### src/rtl/branch_redirect_ctrl_pkg.sv
// rtl/branch_redirect_ctrl_pkg.sv - shared types and helpers for the branch redirect controller
package branch_redirect_ctrl_pkg;

    typedef enum logic [1:0] {
        ST_RUN      = 2'd0,
        ST_STALL    = 2'd1,
        ST_REDIRECT = 2'd2
    } state_e;

    function automatic logic is_aligned(input logic [31:0] addr);
        return (addr[1:0] == 2'b00);
    endfunction

endpackage

### src/rtl/sat_counter.sv
// rtl/sat_counter.sv - saturating up-counter with synchronous clear
module sat_counter #(
    parameter int W = 16
) (
    input  logic         clk,
    input  logic         rst_n,
    input  logic         clr,
    input  logic         inc,
    output logic [W-1:0] q
);

    logic [W-1:0] cnt_q;

    // Clear wins over a same-cycle increment; the count sticks at all-ones.
    always_ff @(posedge clk or negedge rst_n) begin
        if (!rst_n) begin
            cnt_q <= '0;
        end else if (clr) begin
            cnt_q <= '0;
        end else if (inc && (cnt_q != {W{1'b1}})) begin
            cnt_q <= cnt_q + W'(1);
        end
    end

    assign q = cnt_q;

endmodule

### src/rtl/branch_redirect_ctrl.sv
// rtl/branch_redirect_ctrl.sv - EX-stage control-flow resolution: load-use stall, redirect/flush, stats
module branch_redirect_ctrl
    import branch_redirect_ctrl_pkg::*;
#(
    parameter int STALL_CYCLES = 1,
    parameter int CNT_W        = 16
) (
    input  logic             clk,
    input  logic             rst_n,
    input  logic             ex_valid,
    input  logic             ex_is_branch,
    input  logic             ex_is_jal,
    input  logic             ex_is_jalr,
    input  logic             ex_load_dep,
    input  logic             cond_taken,
    input  logic [31:0]      ex_target,
    input  logic             stat_clr,
    output logic             pc_sel,
    output logic [31:0]      pc_target,
    output logic             stall_if,
    output logic             stall_id,
    output logic             stall_ex,
    output logic             flush_if,
    output logic             flush_id,
    output logic             flush_ex,
    output logic             trap_misalign,
    output logic [CNT_W-1:0] branch_cnt,
    output logic [CNT_W-1:0] taken_cnt
);

    localparam int SCW = (STALL_CYCLES > 1) ? $clog2(STALL_CYCLES) : 1;

    state_e          state_q;
    logic [SCW-1:0]  stall_cnt_q;
    logic [31:0]     target_q;
    logic            pc_sel_q;
    logic            stall_q;
    logic            flush_q;
    logic            trap_q;

    logic cf;
    logic take;
    logic stall_req;
    logic aligned;
    logic run_resolve;

    assign cf          = ex_valid & (ex_is_branch | ex_is_jal | ex_is_jalr);
    assign take        = ex_is_jal | ex_is_jalr | (ex_is_branch & cond_taken);
    // JAL has no register source, so a pending load never holds it.
    assign stall_req   = cf & ex_load_dep & ~ex_is_jal;
    assign aligned     = is_aligned(ex_target);
    assign run_resolve = (state_q == ST_RUN) & cf & ~stall_req;

    always_ff @(posedge clk or negedge rst_n) begin
        if (!rst_n) begin
            state_q     <= ST_RUN;
            stall_cnt_q <= '0;
            target_q    <= '0;
            pc_sel_q    <= 1'b0;
            stall_q     <= 1'b0;
            flush_q     <= 1'b0;
            trap_q      <= 1'b0;
        end else begin
            pc_sel_q <= 1'b0;
            stall_q  <= 1'b0;
            flush_q  <= 1'b0;
            trap_q   <= 1'b0;
            case (state_q)
                ST_RUN: begin
                    if (stall_req) begin
                        state_q     <= ST_STALL;
                        stall_cnt_q <= SCW'(STALL_CYCLES - 1);
                        stall_q     <= 1'b1;
                    end else if (cf && take && aligned) begin
                        state_q  <= ST_REDIRECT;
                        target_q <= ex_target;
                        pc_sel_q <= 1'b1;
                        flush_q  <= 1'b1;
                    end else if (cf && take) begin
                        trap_q <= 1'b1;
                    end
                end
                ST_STALL: begin
                    // Returning to RUN re-evaluates the instruction still held in EX.
                    if (stall_cnt_q == '0) begin
                        state_q <= ST_RUN;
                    end else begin
                        stall_cnt_q <= stall_cnt_q - SCW'(1);
                        stall_q     <= 1'b1;
                    end
                end
                ST_REDIRECT: begin
                    state_q <= ST_RUN;
                end
                default: begin
                    state_q <= ST_RUN;
                end
            endcase
        end
    end

    sat_counter #(.W(CNT_W)) u_branch_cnt (
        .clk   (clk),
        .rst_n (rst_n),
        .clr   (stat_clr),
        .inc   (run_resolve),
        .q     (branch_cnt)
    );

    sat_counter #(.W(CNT_W)) u_taken_cnt (
        .clk   (clk),
        .rst_n (rst_n),
        .clr   (stat_clr),
        .inc   (run_resolve & take & aligned),
        .q     (taken_cnt)
    );

    assign pc_sel        = pc_sel_q;
    assign pc_target     = target_q;
    assign stall_if      = stall_q;
    assign stall_id      = stall_q;
    assign stall_ex      = stall_q;
    assign flush_if      = flush_q;
    assign flush_id      = flush_q;
    assign flush_ex      = flush_q;
    assign trap_misalign = trap_q;

endmodule

### config.mk
export PLATFORM = sky130hd
export DESIGN_NAME = branch_redirect_ctrl
export DESIGN_NICKNAME = d
export VERILOG_FILES = /design/src/rtl/branch_redirect_ctrl_pkg.sv /design/src/rtl/sat_counter.sv /design/src/rtl/branch_redirect_ctrl.sv
export SDC_FILE = /design/constraint.sdc
export NUM_CORES = 1
export LEC_CHECK = 0
export ABC_AREA = 1
export CORE_ASPECT_RATIO = 0.8
export CORE_MARGIN = 1
export CORE_UTILIZATION = 50
export DETAILED_ROUTE_END_ITERATION = 12
export MAX_ROUTING_LAYER = met4
export PLACE_DENSITY = 0.86
export SKIP_CTS_REPAIR_TIMING = 1
export SYNTH_ARGS = -nofsm -noshare
export SYNTH_HDL_FRONTEND = slang
export SYNTH_SLANG_ARGS = --single-unit
### constraint.sdc
create_clock -name clk -period 4.3 [get_ports clk]
set_input_delay 1.29 -clock clk [delete_from_list [all_inputs] [get_ports clk]]
set_output_delay 1.29 -clock clk [all_outputs]
set_load 0.05 [all_outputs]
==> summary.md, run 1 <==
| Metric | Value |
|---|---|
| Critical Path Start Type | `flip-flop` |
| Final net count | `597` |
| Fin cells | `643` |
| Hold Slack | `0.503 ns` |
| 1st-iter DRT viols | `178` |
| Ranking of synthesized cells by instance count | `nand2_1, dfrtp_1, o21ai_0` |
| Critical Path Sink | `taken_cnt[12]` |
| Synth Warn # | `0` |
| Worst Setup SP | `u_taken_cnt.q[12]$_DFFE_PN0P_` |
| Crit Path Class | `flip-flop to output pin` |
| Layout Cell Area excl Fill | `0.00491 sq mm` |
| Pwr dens | `407 mW/mm^2` |
| Share of layout cells above drive strength 1 | `6.44%` |
| Die area | `0.00740 sq mm` |
| CP Depth | `1` |
| Asr flop ratio synth | `100%` |
| Number of global-route vias before repair | `3394` |
| Routed vias/inst | `5.41` |
| Top-count cell post-synth | `nand2_1` |
| Switching pwr | `0.000694 W` |
| Ant diodes | `0` |
| Largest net degree at the start of global routing | `38` |
| Syn Inst Count | `446` |
| Via count | `3481` |
| Residual DRC | `0` |
| GRT overflow | `0` |
| Tcrit/Tclk final | `69.6%` |
| Layout area overhead | `39.2%` |
| Post-Place Cells | `627` |
| IO Port Bufs | `112` |
| WP buf/inv | `1` |
| Hold WC Path Type | `flip-flop to flip-flop` |
| Max Root-Sink Buffers | `2` |
| CTS root buffer | `clkbuf_8` |
| CP max-delay cell | `clkdlybuf4s50_1` |
| Max-Cap Viols | `0` |
| Static leakage | `2.20 nW` |
| Antenna viol nets, final | `0` |
| Rows | `26` |
| Global-route wire length before repair | `15500 um` |
| Unrepaired setup endpoints after global routing | `false` |
| Sw Share | `34.8%` |
| Worst-case reg-to-reg path depth | `8` |
| Clock sinks | `69` |
| Peak fanout along the critical path | `7` |
| Sequential area share after synthesis | `49.0%` |
| Slew Limit Headroom | `51.9%` |
| H-tree Lvls | `3` |
| Die Y | `77.1 um` |
| Hpwl dp | `6470 um` |
| Avg WL per Cell | `14.6 um` |
| CP arrival | `1.70 ns` |
| Cells on Worst Hold Path | `2` |
| Placeable core area | `0.00660 sq mm` |
| Clock Latency Late Sink | `0.33 ns` |
| Critical Path RT | `3.01 ns` |
| Maximum VDD drop | `0.000323 V` |
| Reg-to-Reg End | `u_taken_cnt.q[12]$_DFFE_PN0P_` |
| Cell taking the most area after synthesis | `dfrtp_1` |
| Critical Path End Type | `output pin` |
| Worst-Margin Slew | `0.722 ns` |
| Netlist cell types | `28` |
| DRT Pass-1 Iters | `5` |
| Final Max Slew Viols | `0` |
| Final setup TNS | `0 ns` |
| Flop pwr share | `38.5%` |
| Initial Util | `53.4%` |
| Initial antenna violation count | `0` |
| Global-route usage over all layers | `27.7%` |
| Gate power share | `29.8%` |
| Post-Synthesis Cell Area | `0.00353 sq mm` |
| Internal reg-to-reg setup slack | `2.37 ns` |
| Post-synth net total | `489` |
| Placer Congestion | `0.921` |
| P_int | `0.00130 W` |
| Placed cell areas | `0.00467 sq mm` |
| Reg2Reg Launch Point | `u_taken_cnt.q[0]$_DFFE_PN0P_` |
| Top cells by area, synth | `dfrtp_1, nand2_1, o21ai_0` |
| Critical path cell sequence | `clkdlybuf4s50_1` |
| Status | `finished clean` |
| Clk_skew | `0.00605 ns` |
| Critical path's largest stage delay | `0.86 ns` |
| WL final | `9400 um` |
| Clock transition at path regs | `0.08 ns` |
| Final hold violations | `0` |
| Syn Area/Cell | `7.91 sq um` |
| Ys flop type | `dfrtp_1` |
| CP delay by family, top | `buffers and inverters` |
| Number of synthesized flops with an enable pin | `0` |
| Die Wd | `95.9 um` |
| CTS tree | `done` |
| Post-synth top area share | `49.0%` |
| Final setup viols | `0` |
| Io pins | `113` |
| Max Clk Rate | `334 MHz` |
| Yosys reg bits | `69` |
| Min cycle time layout | `2.99 ns` |
| Number of buffers created by CTS | `9` |
| Clk network pwr share | `31.6%` |
-- per-layer routing --
metal | wire (um) | global-route usage [%] | part of all wire [%]
met2 | 4490 | 43.9 | 48
met1 | 4010 | 35.5 | 43
met3 | 710 | 4.17 | 7.6
met5 | 0 | - | 0
met4 | 188 | 11.2 | 2.0
-- power groups by stage --
stage          clock network (W)  registers, W  logic [W]
2_1_floorplan                  0       0.00104  0.0000984
3_3_place_gp                   0      0.000776   0.000590
3_5_place_dp                   0      0.000779   0.000598
4_1_cts                 0.000640      0.000769   0.000600
5_1_grt                 0.000662      0.000777   0.000628
6_report                0.000631      0.000769   0.000595
-- flip-flops by register name (all words and copies together) (netlist names) --
| register | cells |
|---|---|
| pc_target | 32 |
| u_branch_cnt.q | 16 |
| u_taken_cnt.q | 16 |
| state_q | 2 |
| flush_ex | 1 |
| stall_ex | 1 |
| trap_misalign | 1 |
-- area by class of cell --
class,count,area (sq um)
clock buffers,10,128
flip-flops and latches,69,1730
well taps,84,105
inverters,22,82.6
repair buffers,117,1150
clock inverters,6,111
multi-input cells,335,1600
fillers,506,1700
-- how the worst min path moves through the flow --
stage / startpoint / to
after detailed placement: pc_target[8]$_DFFE_PN0P_ / pc_target[8]$_DFFE_PN0P_
after global routing: pc_target[19]$_DFFE_PN0P_ / pc_target[19]$_DFFE_PN0P_
final: pc_target[10]$_DFFE_PN0P_ / pc_target[10]$_DFFE_PN0P_
after floorplan: state_q[0]$_DFFE_PN0P_ / stall_ex$_DFF_PN0_
after CTS: pc_target[8]$_DFFE_PN0P_ / pc_target[8]$_DFFE_PN0P_
after global placement: pc_target[15]$_DFFE_PN0P_ / pc_target[15]$_DFFE_PN0P_
-- metrics by stage --
step | total power [W] | worst slack, ns | utilization [%]
after floorplan | 0.00114 | 1.98 | -
after global placement | 0.00137 | 1.29 | 70.7
after detailed placement | 0.00138 | 1.23 | 70.7
after CTS | 0.00201 | 1.30 | 74.3
after global routing | 0.00207 | 1.26 | 74.3
final | 0.00200 | 1.31 | 74.3
-- cells by family (layout without fill, tap and decap cells) --
kind of cell	after synthesis	after routing	share of synthesized area, %
AND/OR/NAND/NOR	275	275	34.8
XOR/XNOR	13	13	3.23
flip-flops	69	69	49.0
buffers and inverters	42	155	5.64
adder cells (fa/ha/maj)	2	2	0.709
AO/OA/AOI/OAI	45	45	6.67
-- placed cells by master (no fill, tap or decap), types with 4 or more instances in the layout --
cell type and count:
clkdlybuf4s50_1 111, buf_4 5, nor2_1 37, clkbuf_8 9, inv_1 20, nor2_4 4
dfrtp_1 69, nand4_1 20, o21ai_0 38, nand2_1 167, o21bai_1 4, nand3_1 34
xor2_1 12
Power figures use the tool's default switching activity.
==> run 2: changes to the inputs <==
--- a/config.mk
+++ b/config.mk
@@ -8,10 +8,10 @@
 export ABC_AREA = 1
 export CORE_ASPECT_RATIO = 0.8
 export CORE_MARGIN = 1
-export CORE_UTILIZATION = 50
+export CORE_UTILIZATION = 47
 export DETAILED_ROUTE_END_ITERATION = 12
 export MAX_ROUTING_LAYER = met4
-export PLACE_DENSITY = 0.86
+export PLACE_DENSITY = 0.81
 export SKIP_CTS_REPAIR_TIMING = 1
 export SYNTH_ARGS = -nofsm -noshare
 export SYNTH_HDL_FRONTEND = slang
==> constraint.sdc (replaced) <==
create_clock -name clk -period 2.78 [get_ports clk]
set_input_delay 0.834 -clock clk [delete_from_list [all_inputs] [get_ports clk]]
set_output_delay 0.834 -clock clk [all_outputs]
set_load 0.05 [all_outputs]
==> run 2 against run 1 <==
Compared with the run above:
- worst setup slack lost 1.1 ns
- critical path depth unchanged
- via count decreased by 2.3%
- power increased by 46%
- clock-buffer cell count increased by 2
- combinational power grew 56%
- first-iteration DRC count grew 12%
- clock power grew 28%
- sequential share of layout area unchanged
- global-route usage shrank 2.7 points
- sequential power rose by 55%
- critical endpoint is now branch_cnt[2]
- highest routed layer unchanged
==> summary.md, run 2 (same netlist as run 1, synthesis figures left out) <==
| Metric | Value |
|---|---|
| Status | `finished clean` |
| GRT overflow | `0 (unchanged)` |
| Critical path cell sequence | `clkdlybuf4s50_1` |
| Hold WC Path Type | `flip-flop to flip-flop` |
| Min cycle time layout | `2.54 ns` |
| Layout area overhead | `39.2% (unchanged)` |
| Io pins | `113 (unchanged)` |
| Worst-Margin Slew | `0.535 ns (-0.187 ns)` |
| Via count | `3400 (-2.3%)` |
| CTS tree | `done` |
| Share of layout cells above drive strength 1 | `6.93% (+0.49 points)` |
| Max Clk Rate | `394 MHz` |
| Initial antenna violation count | `0 (unchanged)` |
| WP buf/inv | `1 (unchanged)` |
| Fillers | `572 (+13%)` |
| WL final | `8880 um (-5.5%)` |
| Largest net degree at the start of global routing | `70 (+84%)` |
| DRT Pass-1 Iters | `5 (unchanged)` |
| Hpwl dp | `6330 um (-2.1%)` |
| Clock transition at path regs | `0.07 ns (about the same)` |
| Unrepaired setup endpoints after global routing | `false` |
| Ant diodes | `0 (unchanged)` |
| Global-route usage over all layers | `25.0% (-2.7 points)` |
| Critical Path End Type | `output pin` |
| Critical Path RT | `1.95 ns (-1.06 ns)` |
| Crit Path Class | `flip-flop to output pin` |
| IO Port Bufs | `112 (unchanged)` |
| Slew Limit Headroom | `64.2% (+12 points)` |
| Peak fanout along the critical path | `8 (+1)` |
| Number of buffers created by CTS | `9 (unchanged)` |
| Clock sinks | `69 (unchanged)` |
| Critical Path Start Type | `flip-flop` |
| Global-route wire length before repair | `15000 um (-3.2%)` |
| CTS root buffer | `clkbuf_8` |
| Die Wd | `98.9 um (+3.1%)` |
| Pwr dens | `595 mW/mm^2 (+46%)` |
| Antenna viol nets, final | `0 (unchanged)` |
| Initial Util | `50.0% (-3.5 points)` |
| Rows | `27 (+3.8%)` |
| Number of global-route vias before repair | `3180 (-6.3%)` |
| Critical path's largest stage delay | `0.86 ns (about the same)` |
| Placeable core area | `0.00706 sq mm (+6.9%)` |
| Residual DRC | `0 (unchanged)` |
| Routed vias/inst | `5.23 (-3.4%)` |
| Clk_skew | `0.00789 ns (+0.00184 ns)` |
| Final net count | `601 (+0.67%)` |
| Max Root-Sink Buffers | `2 (unchanged)` |
| Final setup viols | `0 (unchanged)` |
| Final hold violations | `0 (unchanged)` |
| H-tree Lvls | `3 (unchanged)` |
| Avg WL per Cell | `13.7 um (-6.6%)` |
| Final setup TNS | `0 ns (unchanged)` |
| CP max-delay cell | `clkdlybuf4s50_1` |
| Commonest non-fill, non-tap cell in the layout | `nand2_1` |
| Clock Latency Late Sink | `0.34 ns (about the same)` |
| Placer Congestion | `0.856 (-7.0%)` |
| Max reg flops | `32 (unchanged)` |
| Die Y | `79.5 um (+3.1%)` |
| Die area | `0.00786 sq mm (+6.2%)` |
| Static leakage | `2.20 nW (+0.22%)` |
| Final Max Slew Viols | `0 (unchanged)` |
| CP arrival | `1.70 ns (about the same)` |
| CP delay by family, top | `buffers and inverters` |
| Maximum VDD drop | `0.000449 V (+39%)` |
| Leading cell types in the layout, fill and taps excluded | `nand2_1, clkdlybuf4s50_1, dfrtp_1` |
| Tcrit/Tclk final | `91.2%` |
| Fin util | `69.5% (-4.8 points)` |
| Max-Cap Viols | `0 (unchanged)` |
| 1st-iter DRT viols | `199 (+12%)` |
-- run 2: metal layers --
| metal | wire (um) | GRT usage (%) |
|---|---|---|
| met5 | 0 | - |
| met4 | 165 | 8.36 |
| met3 | 615 | 5.95 |
| met2 | 4150 | 40.0 |
| met1 | 3940 | 31.4 |
-- run 2: path summary, 6_finish.rpt --
| path | from | end | slack, ns | cells past startpoint |
|---|---|---|---|---|
| min in group asynchronous | rst_n | pc_target[21]$_DFFE_PN0P_ | 0.50 | 2 |
| max reg2reg | u_branch_cnt.q[0]$_DFFE_PN0P_ | u_branch_cnt.q[12]$_DFFE_PN0P_ | 0.93 | 9 |
| max | u_branch_cnt.q[2]$_DFFE_PN0P_ | branch_cnt[2] | 0.24 | 1 |
| min reg2reg | pc_target[0]$_DFFE_PN0P_ | pc_target[0]$_DFFE_PN0P_ | 0.49 | 2 |
| max in group asynchronous | rst_n | u_taken_cnt.q[1]$_DFFE_PN0P_ | 1.97 | 2 |
| min | pc_target[0]$_DFFE_PN0P_ | pc_target[0]$_DFFE_PN0P_ | 0.49 | 2 |
-- run 2: layout make-up --
type	instances	area [sq um]	area share (%)
clock inverters	4	47.5	0.969
multi-input cells	335	1600	32.6
repair buffers	121	1200	24.4
inverters	22	82.6	1.68
flip-flops and latches	69	1730	35.2
clock buffers	12	145	2.96
well taps	87	109	2.22
-- run 2: power by group --
| part | leakage [nW] | total, W | switching (W) | internal (W) |
|---|---|---|---|---|
| clock network | 0.0964 | 0.000805 | 0.000368 | 0.000437 |
| logic | 1.19 | 0.000928 | 0.000626 | 0.000302 |
| registers | 0.918 | 0.00119 | 0.0000686 | 0.00112 |
| total | 2.20 | 0.00292 | 0.00106 | 0.00186 |
-- run 2: stage by stage --
step	worst slack, ns	instances	instance area, sq um	total power [W]	hold slack (ns)
final	0.244	650	4910	0.00292	0.494
after CTS	0.230	650	4910	0.00295	0.495
after floorplan	0.901	446	3530	0.00176	0.499
after global routing	0.177	650	4910	0.00305	0.526
after global placement	0.239	634	4720	0.00212	0.480
after detailed placement	0.171	634	4720	0.00214	0.484
